===== src/rtl/merger_pkg.sv =====
// merger_pkg: shared constants for the merger coord/fetch interface.
package merger_pkg;
  localparam int COORD_BITS_DEFAULT = 32;
  localparam int FIFO_DEPTH_DEFAULT = 4;
  localparam logic [COORD_BITS_DEFAULT-1:0] COORD_SENTINEL = '1;
  function automatic int ptr_bits(input int depth);
    return $clog2(depth) + 1;
  endfunction
  localparam int PTR_BITS_DEFAULT = ptr_bits(FIFO_DEPTH_DEFAULT);
endpackage


===== src/rtl/merger_coord_feeder_if.sv =====
// merger_coord_feeder_if: push side, merger coord/fetch side and status of the feeder.
interface merger_coord_feeder_if #(parameter int W = 32, parameter int R = 2);
  logic [R*W-1:0] in_coord;
  logic [R-1:0] in_valid;
  logic [R-1:0] in_last;
  logic [R-1:0] in_ready;
  logic [R*W-1:0] coord_out;
  logic [R-1:0] lane_valid;
  logic [R-1:0] fetch_next;
  logic done;
  logic underflow;
  modport master(output in_coord, in_valid, in_last, fetch_next,
                 input in_ready, coord_out, lane_valid, done, underflow);
  modport slave(input in_coord, in_valid, in_last, fetch_next,
                output in_ready, coord_out, lane_valid, done, underflow);
endinterface


===== src/rtl/coord_fifo_lane.sv =====
// coord_fifo_lane: one coordinate FIFO plus its end-of-fiber flag.
module coord_fifo_lane
  import merger_pkg::*;
#(
  parameter int W = COORD_BITS_DEFAULT,
  parameter int DEPTH = FIFO_DEPTH_DEFAULT
) (
  input  logic clock,
  input  logic reset_n,
  input  logic push,
  input  logic [W-1:0] data,
  input  logic last,
  input  logic pop,
  input  logic clr_last,
  output logic ready,
  output logic [W-1:0] head,
  output logic valid,
  output logic drained,
  output logic pop_empty
);
  localparam int P = ptr_bits(DEPTH);
  logic [P-1:0] wr_ptr, rd_ptr;
  logic [W-1:0] mem [DEPTH];
  logic last_seen, empty, full, wr_en, rd_en;
  // extra top pointer bit distinguishes full from empty when low bits match
  assign empty = wr_ptr == rd_ptr;
  assign full = (wr_ptr[P-2:0] == rd_ptr[P-2:0]) && (wr_ptr[P-1] != rd_ptr[P-1]);
  assign ready = reset_n & !full & !last_seen;
  assign wr_en = push & ready;
  assign rd_en = pop & !empty;
  assign pop_empty = pop & empty;
  assign valid = reset_n & !empty;
  assign head = valid ? mem[rd_ptr[P-2:0]] : {W{1'b1}};
  assign drained = last_seen & empty;
  always_ff @(posedge clock) begin
    if (!reset_n) begin
      wr_ptr <= '0;
      rd_ptr <= '0;
      last_seen <= 1'b0;
    end else begin
      if (wr_en) wr_ptr <= wr_ptr + 1'b1;
      if (rd_en) rd_ptr <= rd_ptr + 1'b1;
      if (clr_last) last_seen <= 1'b0;
      else if (wr_en & last) last_seen <= 1'b1;
    end
  end
  always_ff @(posedge clock) begin
    if (wr_en) mem[wr_ptr[P-2:0]] <= data;
  end
endmodule


===== src/rtl/merger_coord_feeder.sv =====
// merger_coord_feeder: buffers R coordinate fibers and presents lane heads to the merger.
module merger_coord_feeder
  import merger_pkg::*;
#(
  parameter int MERGER_COORD_BITS = COORD_BITS_DEFAULT,
  parameter int MERGER_RADIX = 2,
  parameter int FIFO_DEPTH = FIFO_DEPTH_DEFAULT
) (
  input logic clock,
  input logic reset_n,
  merger_coord_feeder_if.slave bus
);
  localparam int W = MERGER_COORD_BITS;
  logic [MERGER_RADIX-1:0] drained, pop_empty;
  logic done_next, done_q, underflow_q;
  assign done_next = &drained;
  for (genvar i = 0; i < MERGER_RADIX; i++) begin : g_lane
    coord_fifo_lane #(.W(W), .DEPTH(FIFO_DEPTH)) lane (
      .clock(clock),
      .reset_n(reset_n),
      .push(bus.in_valid[i]),
      .data(bus.in_coord[i*W +: W]),
      .last(bus.in_last[i]),
      .pop(bus.fetch_next[i]),
      .clr_last(done_next),
      .ready(bus.in_ready[i]),
      .head(bus.coord_out[i*W +: W]),
      .valid(bus.lane_valid[i]),
      .drained(drained[i]),
      .pop_empty(pop_empty[i])
    );
  end
  always_ff @(posedge clock) begin
    if (!reset_n) begin
      done_q <= 1'b0;
      underflow_q <= 1'b0;
    end else begin
      done_q <= done_next;
      underflow_q <= underflow_q | (|pop_empty);
    end
  end
  assign bus.done = done_q;
  assign bus.underflow = underflow_q;
endmodule


===== src/flat_wrapper.sv =====
// flat-port wrapper written by rule: the top's interface ports become plain ports
module merger_coord_feeder_flat import merger_pkg::*;
#(
  parameter int MERGER_COORD_BITS = COORD_BITS_DEFAULT,
  parameter int MERGER_RADIX = 2,
  parameter int FIFO_DEPTH = FIFO_DEPTH_DEFAULT
)
  (clock, reset_n, bus_in_coord, bus_in_valid, bus_in_last, bus_fetch_next, bus_in_ready, bus_coord_out, bus_lane_valid, bus_done, bus_underflow);
  merger_coord_feeder_if #(.W(32), .R(2)) bus_i ();
  input logic clock;
  input logic reset_n;
  input wire logic [$bits(bus_i.in_coord)-1:0] bus_in_coord;
  input wire logic [$bits(bus_i.in_valid)-1:0] bus_in_valid;
  input wire logic [$bits(bus_i.in_last)-1:0] bus_in_last;
  input wire logic [$bits(bus_i.fetch_next)-1:0] bus_fetch_next;
  output wire logic [$bits(bus_i.in_ready)-1:0] bus_in_ready;
  output wire logic [$bits(bus_i.coord_out)-1:0] bus_coord_out;
  output wire logic [$bits(bus_i.lane_valid)-1:0] bus_lane_valid;
  output wire logic [$bits(bus_i.done)-1:0] bus_done;
  output wire logic [$bits(bus_i.underflow)-1:0] bus_underflow;
  assign bus_i.in_coord = bus_in_coord;
  assign bus_i.in_valid = bus_in_valid;
  assign bus_i.in_last = bus_in_last;
  assign bus_i.fetch_next = bus_fetch_next;
  assign bus_in_ready = bus_i.in_ready;
  assign bus_coord_out = bus_i.coord_out;
  assign bus_lane_valid = bus_i.lane_valid;
  assign bus_done = bus_i.done;
  assign bus_underflow = bus_i.underflow;
  merger_coord_feeder #(.MERGER_COORD_BITS(MERGER_COORD_BITS), .MERGER_RADIX(MERGER_RADIX), .FIFO_DEPTH(FIFO_DEPTH)) u_core (.clock(clock), .reset_n(reset_n), .bus(bus_i));
endmodule

===== config.mk =====
export PLATFORM = sky130hd
export DESIGN_NAME = merger_coord_feeder_flat
export DESIGN_NICKNAME = d
export VERILOG_FILES = /design/src/rtl/merger_pkg.sv /design/src/rtl/merger_coord_feeder_if.sv /design/src/rtl/coord_fifo_lane.sv /design/src/rtl/merger_coord_feeder.sv /design/src/flat_wrapper.sv
export SDC_FILE = /design/constraint.sdc
export NUM_CORES = 1
export LEC_CHECK = 0
export CORE_MARGIN = 2
export CORE_UTILIZATION = 57
export CTS_BUF_LIST = sky130_fd_sc_hd__clkbuf_8
export DETAILED_ROUTE_END_ITERATION = 8
export GPL_ROUTABILITY_DRIVEN = 0
export PLACE_DENSITY = 0.91
export SLEW_MARGIN = 25
export SYNTH_ARGS = -nofsm -noshare
export SYNTH_HDL_FRONTEND = slang
export SYNTH_SLANG_ARGS = --single-unit

===== constraint.sdc =====
create_clock -name clock -period 4.1 [get_ports clock]
set_input_delay 0.615 -clock clock [delete_from_list [all_inputs] [get_ports clock]]
set_output_delay 0.615 -clock clock [all_outputs]
set_load 0.005 [all_outputs]

==> results of run 1 <==
## where the power goes
| group | switching, mW | leakage [nW] | internal (mW) |
|---|---|---|---|
| clock | 0.984 | 0.402 | 0.998 |
| combinational | 0.470 | 1.45 | 0.693 |
| sequential | 0.109 | 2.49 | 3.19 |
## routing by layer
metal  vias up  wire, um
li1       2517         -
met1      2904      7940
met2       203     10400
met3        39      1460
met4         0       407
met5         -         0
## cells by family after synthesis
logic type | share of synthesized area
AO/OA/AOI/OAI | 0.0189
XOR/XNOR | 0.0116
flip-flops | 0.737
multiplexers | 0.143
buffers and inverters | 0.0204
AND/OR/NAND/NOR | 0.0574
adder cells (fa/ha/maj) | 0.0114
## worst max-delay path, stage by stage
cell and delay [ps]:
clkdlybuf4s50_1 910, o31ai_4 310, buf_6 250, or2_1 280
clkdlybuf4s50_1 470
## cell type report
| type | instances | area, um2 | area share |
|---|---|---|---|
| multi-input combinational | 226 | 2680 | 0.200 |
| inverter | 11 | 41.3 | 0.00308 |
| timing repair buffer | 158 | 1560 | 0.116 |
| tap | 234 | 293 | 0.0218 |
| clock buffer | 44 | 606 | 0.0452 |
| sequential | 276 | 8090 | 0.604 |
| clock inverter | 30 | 134 | 0.00999 |
## state kept, by name (all words and copies together) (netlist names), named ones only
name,count
u_core.g_lane.lane.mem,256
u_core.g_lane.lane.rd_ptr,6
u_core.g_lane.lane.last_seen,2
u_core.bus.underflow,1
u_core.bus.done,1
u_core.g_lane.lane.wr_ptr,6
## through the flow
| step | worst slack, ps | area (um2) | power, mW |
|---|---|---|---|
| 2_1_floorplan | 293 | 11000 | 4.02 |
| 3_3_place_gp | 713 | 12600 | 4.48 |
| 3_5_place_dp | 692 | 12700 | 4.53 |
| 4_1_cts | 574 | 13400 | 6.51 |
| 5_1_grt | 470 | 13400 | 6.73 |
| 6_report | 641 | 13400 | 6.45 |
## worst paths after layout
kind | startpoint | end | slack, ps | cells after the start
setup / recovery | reset_n | bus_coord_out[28] | 640 | 5
hold / removal | u_core.g_lane[0].lane.wr_ptr[2]$_SDFFE_PN0P_ | u_core.g_lane[0].lane.wr_ptr[2]$_SDFFE_PN0P_ | 520 | 2
setup reg to reg | u_core.g_lane[1].lane.wr_ptr[0]$_SDFFE_PN0P_ | u_core.g_lane[1].lane.mem[0][28]$_DFFE_PP_ | 1910 | 4
hold reg to reg | u_core.g_lane[0].lane.wr_ptr[2]$_SDFFE_PN0P_ | u_core.g_lane[0].lane.wr_ptr[2]$_SDFFE_PN0P_ | 520 | 2
## cells in the final DEF, fill, tap and decap left out, types with 3 or more instances in the layout
cell / instances
or2_1: 64
nand4b_1: 3
buf_4: 14
a21oi_1: 3
and2_1: 3
xor2_2: 3
xnor2_1: 6
clkinv_1: 14
nand2b_1: 3
mux4_2: 62
xor2_1: 3
nand2_1: 18
clkinv_2: 4
inv_1: 18
clkbuf_8: 44
mux2i_1: 12
clkdlybuf4s50_1: 141
ha_1: 10
and2_2: 3
a31oi_1: 3
clkinvlp_4: 3
edfxtp_1: 256
dfxtp_1: 18
==> qor.txt, run 1 <==
TritonCTS Sinks -> 276
initial antenna violation count -> 0
CP Capture Type -> primary output
f_max -> 289 MHz
DRT Wirelength -> 20.2 mm
status -> finished clean
setup TNS -> 0 ps
vias per inst -> 5.78
PwrDens -> 481 mW/mm2
drt first pass iters -> 7
final period utilization -> 0.844
minimum clock period -> 3460 ps
Post-synth EDFFs -> 256
met3 usage -> 0.0557
Core Region -> 0.0188 mm2
clock skew -> 21.7 ps
dpl cells -> 904
die area -> 0.0204 mm2
VDD IR max -> 400 uV
most common cell in the netlist -> edfxtp_1
Setup CP Type -> input port to primary output
synthesized area -> 0.0110 mm2
Setup Fix Bufs, Post-CTS -> 0
pin count of the biggest net entering global routing -> 34
first-pass GRT wire length -> 31.6 mm
chip height -> 143 um
FFs w/ async S/R, synth -> 0
final hold violation count -> 0
CTS tree -> done
Synth area leaders -> edfxtp_1 (70%), mux4_2 (13%), dfxtp_1 (3.6%)
Hold-fix buffers, CTS -> 0
clock-pin transition on the worst setup and hold timing paths -> 60 ps
Min Hold Slack -> 519 ps
Initial Util -> 0.585
num ports -> 142
cells after synthesis -> 540
Finished Core Util -> 0.714
sequential fraction of the synthesis area -> 0.737
Yosys cell types -> 44
Main synth FF type -> edfxtp_1
cts bufs inserted -> 43
# nets final -> 798
die width -> 143 um
root buffer cell -> clkbuf_8
post-cts sizing count -> 0
Slew HR -> 0.417
DRT iter0 DRCs -> 244
unrepaired setup endpoints after global routing -> false
port buffer count -> 141
H-tree depth -> 2
final setup vio count -> 0
Synthesis Warnings -> 0
leading area contributor after synthesis -> edfxtp_1
HPWL Detailed -> 13.0 mm
grt total ovfl -> 0
Yosys reg bits -> 276
Max clock buf depth -> 3
share of the synthesized area in the top cell type -> 0.701
Critical Path Start Type -> input port
Arr. time, crit path -> 2840 ps
# rows -> 50
global-route usage over all layers -> 0.204
clock insertion delay at the later pin of the skew report -> 540 ps
n_diodes -> 0
peak fanout along the critical path -> 20
met1 Usage GRT -> 0.251
Area growth syn-to-layout -> 22.2%
vias after detailed routing -> 5663
commonest cells in the netlist -> edfxtp_1 (256), or2_1 (64), mux4_2 (62)
drt wl/cell -> 20.7 um
vias in the first global route -> 6023
Filler cells -> 1097
share of post-route cells with drive strength above 1 -> 0.197
Max Cap Viol -> 0
post-route ant nets -> 0
met2 usage -> 0.353
Pleak -> 4.34 nW
global route hottest layer -> met2
post-route insts no fill -> 979
DRC Markers -> 0
Worst Path Required -> 3480 ps
syn_area_per_cell -> 20.3 um2
syn_nets -> 622
max-slew violation count -> 0
Worst Hold Class -> register to register
actual slew at the worst max-slew pin -> 873 ps
Power figures use the tool's default switching activity.
==> run 2, diff against run 1 <==
==> constraint.sdc (replaced) <==
create_clock -name clock -period 3.55 [get_ports clock]
set_input_delay 0.5325 -clock clock [delete_from_list [all_inputs] [get_ports clock]]
set_output_delay 0.5325 -clock clock [all_outputs]
set_load 0.005 [all_outputs]
==> qor.txt, run 2 (synthesized netlist as in run 1, its figures left out) <==
Setup CP Type -> register to primary output
Pleak -> 4.42 nW
max reg flops -> 256
Setup WS pre-CTS -> 560 ps
clock skew -> 28.1 ps
unrepaired setup endpoints after global routing -> false
port buffer count -> 141
hold path depth -> 2
Arr. time, crit path -> 2720 ps
Area growth syn-to-layout -> 22.9%
vias after detailed routing -> 5651
first-pass GRT wire length -> 32.3 mm
die area -> 0.0204 mm2
Min Hold Slack -> 519 ps
CP Capture Type -> primary output
cts bufs inserted -> 43
most frequent cells in the layout -> edfxtp_1 (256), clkdlybuf4s50_1 (141), or2_1 (64)
share of post-route cells with drive strength above 1 -> 0.193
Max Cap Viol -> 0
DRC Markers -> 0
H-tree depth -> 2
setup TNS -> 0 ps
Setup Fix Bufs, Post-CTS -> 0
initial antenna violation count -> 1
final hold violation count -> 0
clock insertion delay at the later pin of the skew report -> 530 ps
post-cts sizing count -> 0
DRT iter0 DRCs -> 334
drt first pass iters -> 6
global-route usage over all layers -> 0.210
status -> finished clean
Max clock buf depth -> 3
Filler cells -> 1084
post-route ant nets -> 0
worst setup margin -> 297 ps
vias in the first global route -> 5991
final setup vio count -> 0
CTS tree -> done
Core Region -> 0.0188 mm2
leading cell type in the layout, fill and taps excluded -> edfxtp_1
clock-pin transition on the worst setup and hold timing paths -> 60 ps
Power, Total -> 7.56 mW
vias per inst -> 5.76
Initial Util -> 0.585
f_max -> 307 MHz
Worst Hold Class -> register to register
num ports -> 142
Slew HR -> 0.571
drt wl/cell -> 21.4 um
max-slew violation count -> 0
r2r worst-path depth -> 4
peak fanout along the critical path -> 21
minimum clock period -> 3250 ps
actual slew at the worst max-slew pin -> 639 ps
PwrDens -> 561 mW/mm2
DRT Wirelength -> 21.0 mm
Hold-fix buffers, CTS -> 0
Worst Path Required -> 3020 ps
Finished Core Util -> 0.718
chip height -> 143 um
root buffer cell -> clkbuf_8
pin count of the biggest net entering global routing -> 34
# nets final -> 798
grt total ovfl -> 0
# rows -> 50
Critical Path Start Type -> register
final period utilization -> 0.916
VDD IR max -> 412 uV
die width -> 143 um
TritonCTS Sinks -> 276
HPWL Detailed -> 13.1 mm
[run 2: per-stage QoR]
stage / cell area, um2 / std cells
after floorplan: 11000 / 540
after global placement: 12700 / 903
after detailed placement: 12700 / 904
after CTS: 13500 / 979
after global routing: 13500 / 980
final: 13500 / 981
[run 2: report_power, final]
part	internal, mW	switching, mW	total, mW
combinational	0.807	0.605	1.41
clock	1.25	1.13	2.38
sequential	3.69	0.0802	3.77
total	5.74	1.82	7.56
[run 2: layout make-up]
| type | instances | area, um2 | area share |
|---|---|---|---|
| repair buffers | 158 | 1580 | 0.118 |
| flip-flops and latches | 276 | 8090 | 0.600 |
| multi-input cells | 226 | 2690 | 0.199 |
| diodes | 1 | 2.50 | 0.000186 |
| clock inverters | 30 | 161 | 0.0120 |
| clock buffers | 45 | 619 | 0.0459 |
| inverters | 11 | 41.3 | 0.00306 |
| well taps | 234 | 293 | 0.0217 |
[run 2: path summary, 6_finish.rpt]
kind,end,startpoint,slack (ps)
hold reg to reg,u_core.g_lane[0].lane.wr_ptr[2]$_SDFFE_PN0P_,u_core.g_lane[0].lane.wr_ptr[2]$_SDFFE_PN0P_,520
hold / removal,u_core.g_lane[0].lane.wr_ptr[2]$_SDFFE_PN0P_,u_core.g_lane[0].lane.wr_ptr[2]$_SDFFE_PN0P_,520
setup reg to reg,u_core.g_lane[1].lane.mem[0][13]$_DFFE_PP_,u_core.g_lane[1].lane.wr_ptr[0]$_SDFFE_PN0P_,1310
setup / recovery,bus_coord_out[46],u_core.g_lane[1].lane.rd_ptr[2]$_SDFFE_PN0P_,300
[run 2: worst max-delay path: stages, from the launching register on]
cell,delay (ps)
dfxtp_1,440
xor2_2,210
o31ai_4,590
buf_6,270
or2_1,150
clkdlybuf4s50_1,520
[run 2: layer usage]
layer  track usage  share of wire  up-vias
met2         0.356           0.51      242
met1         0.266           0.40     2847
met5             0              0        -
met3        0.0577          0.074       46
met4        0.0646          0.020        0
li1              -              -     2516
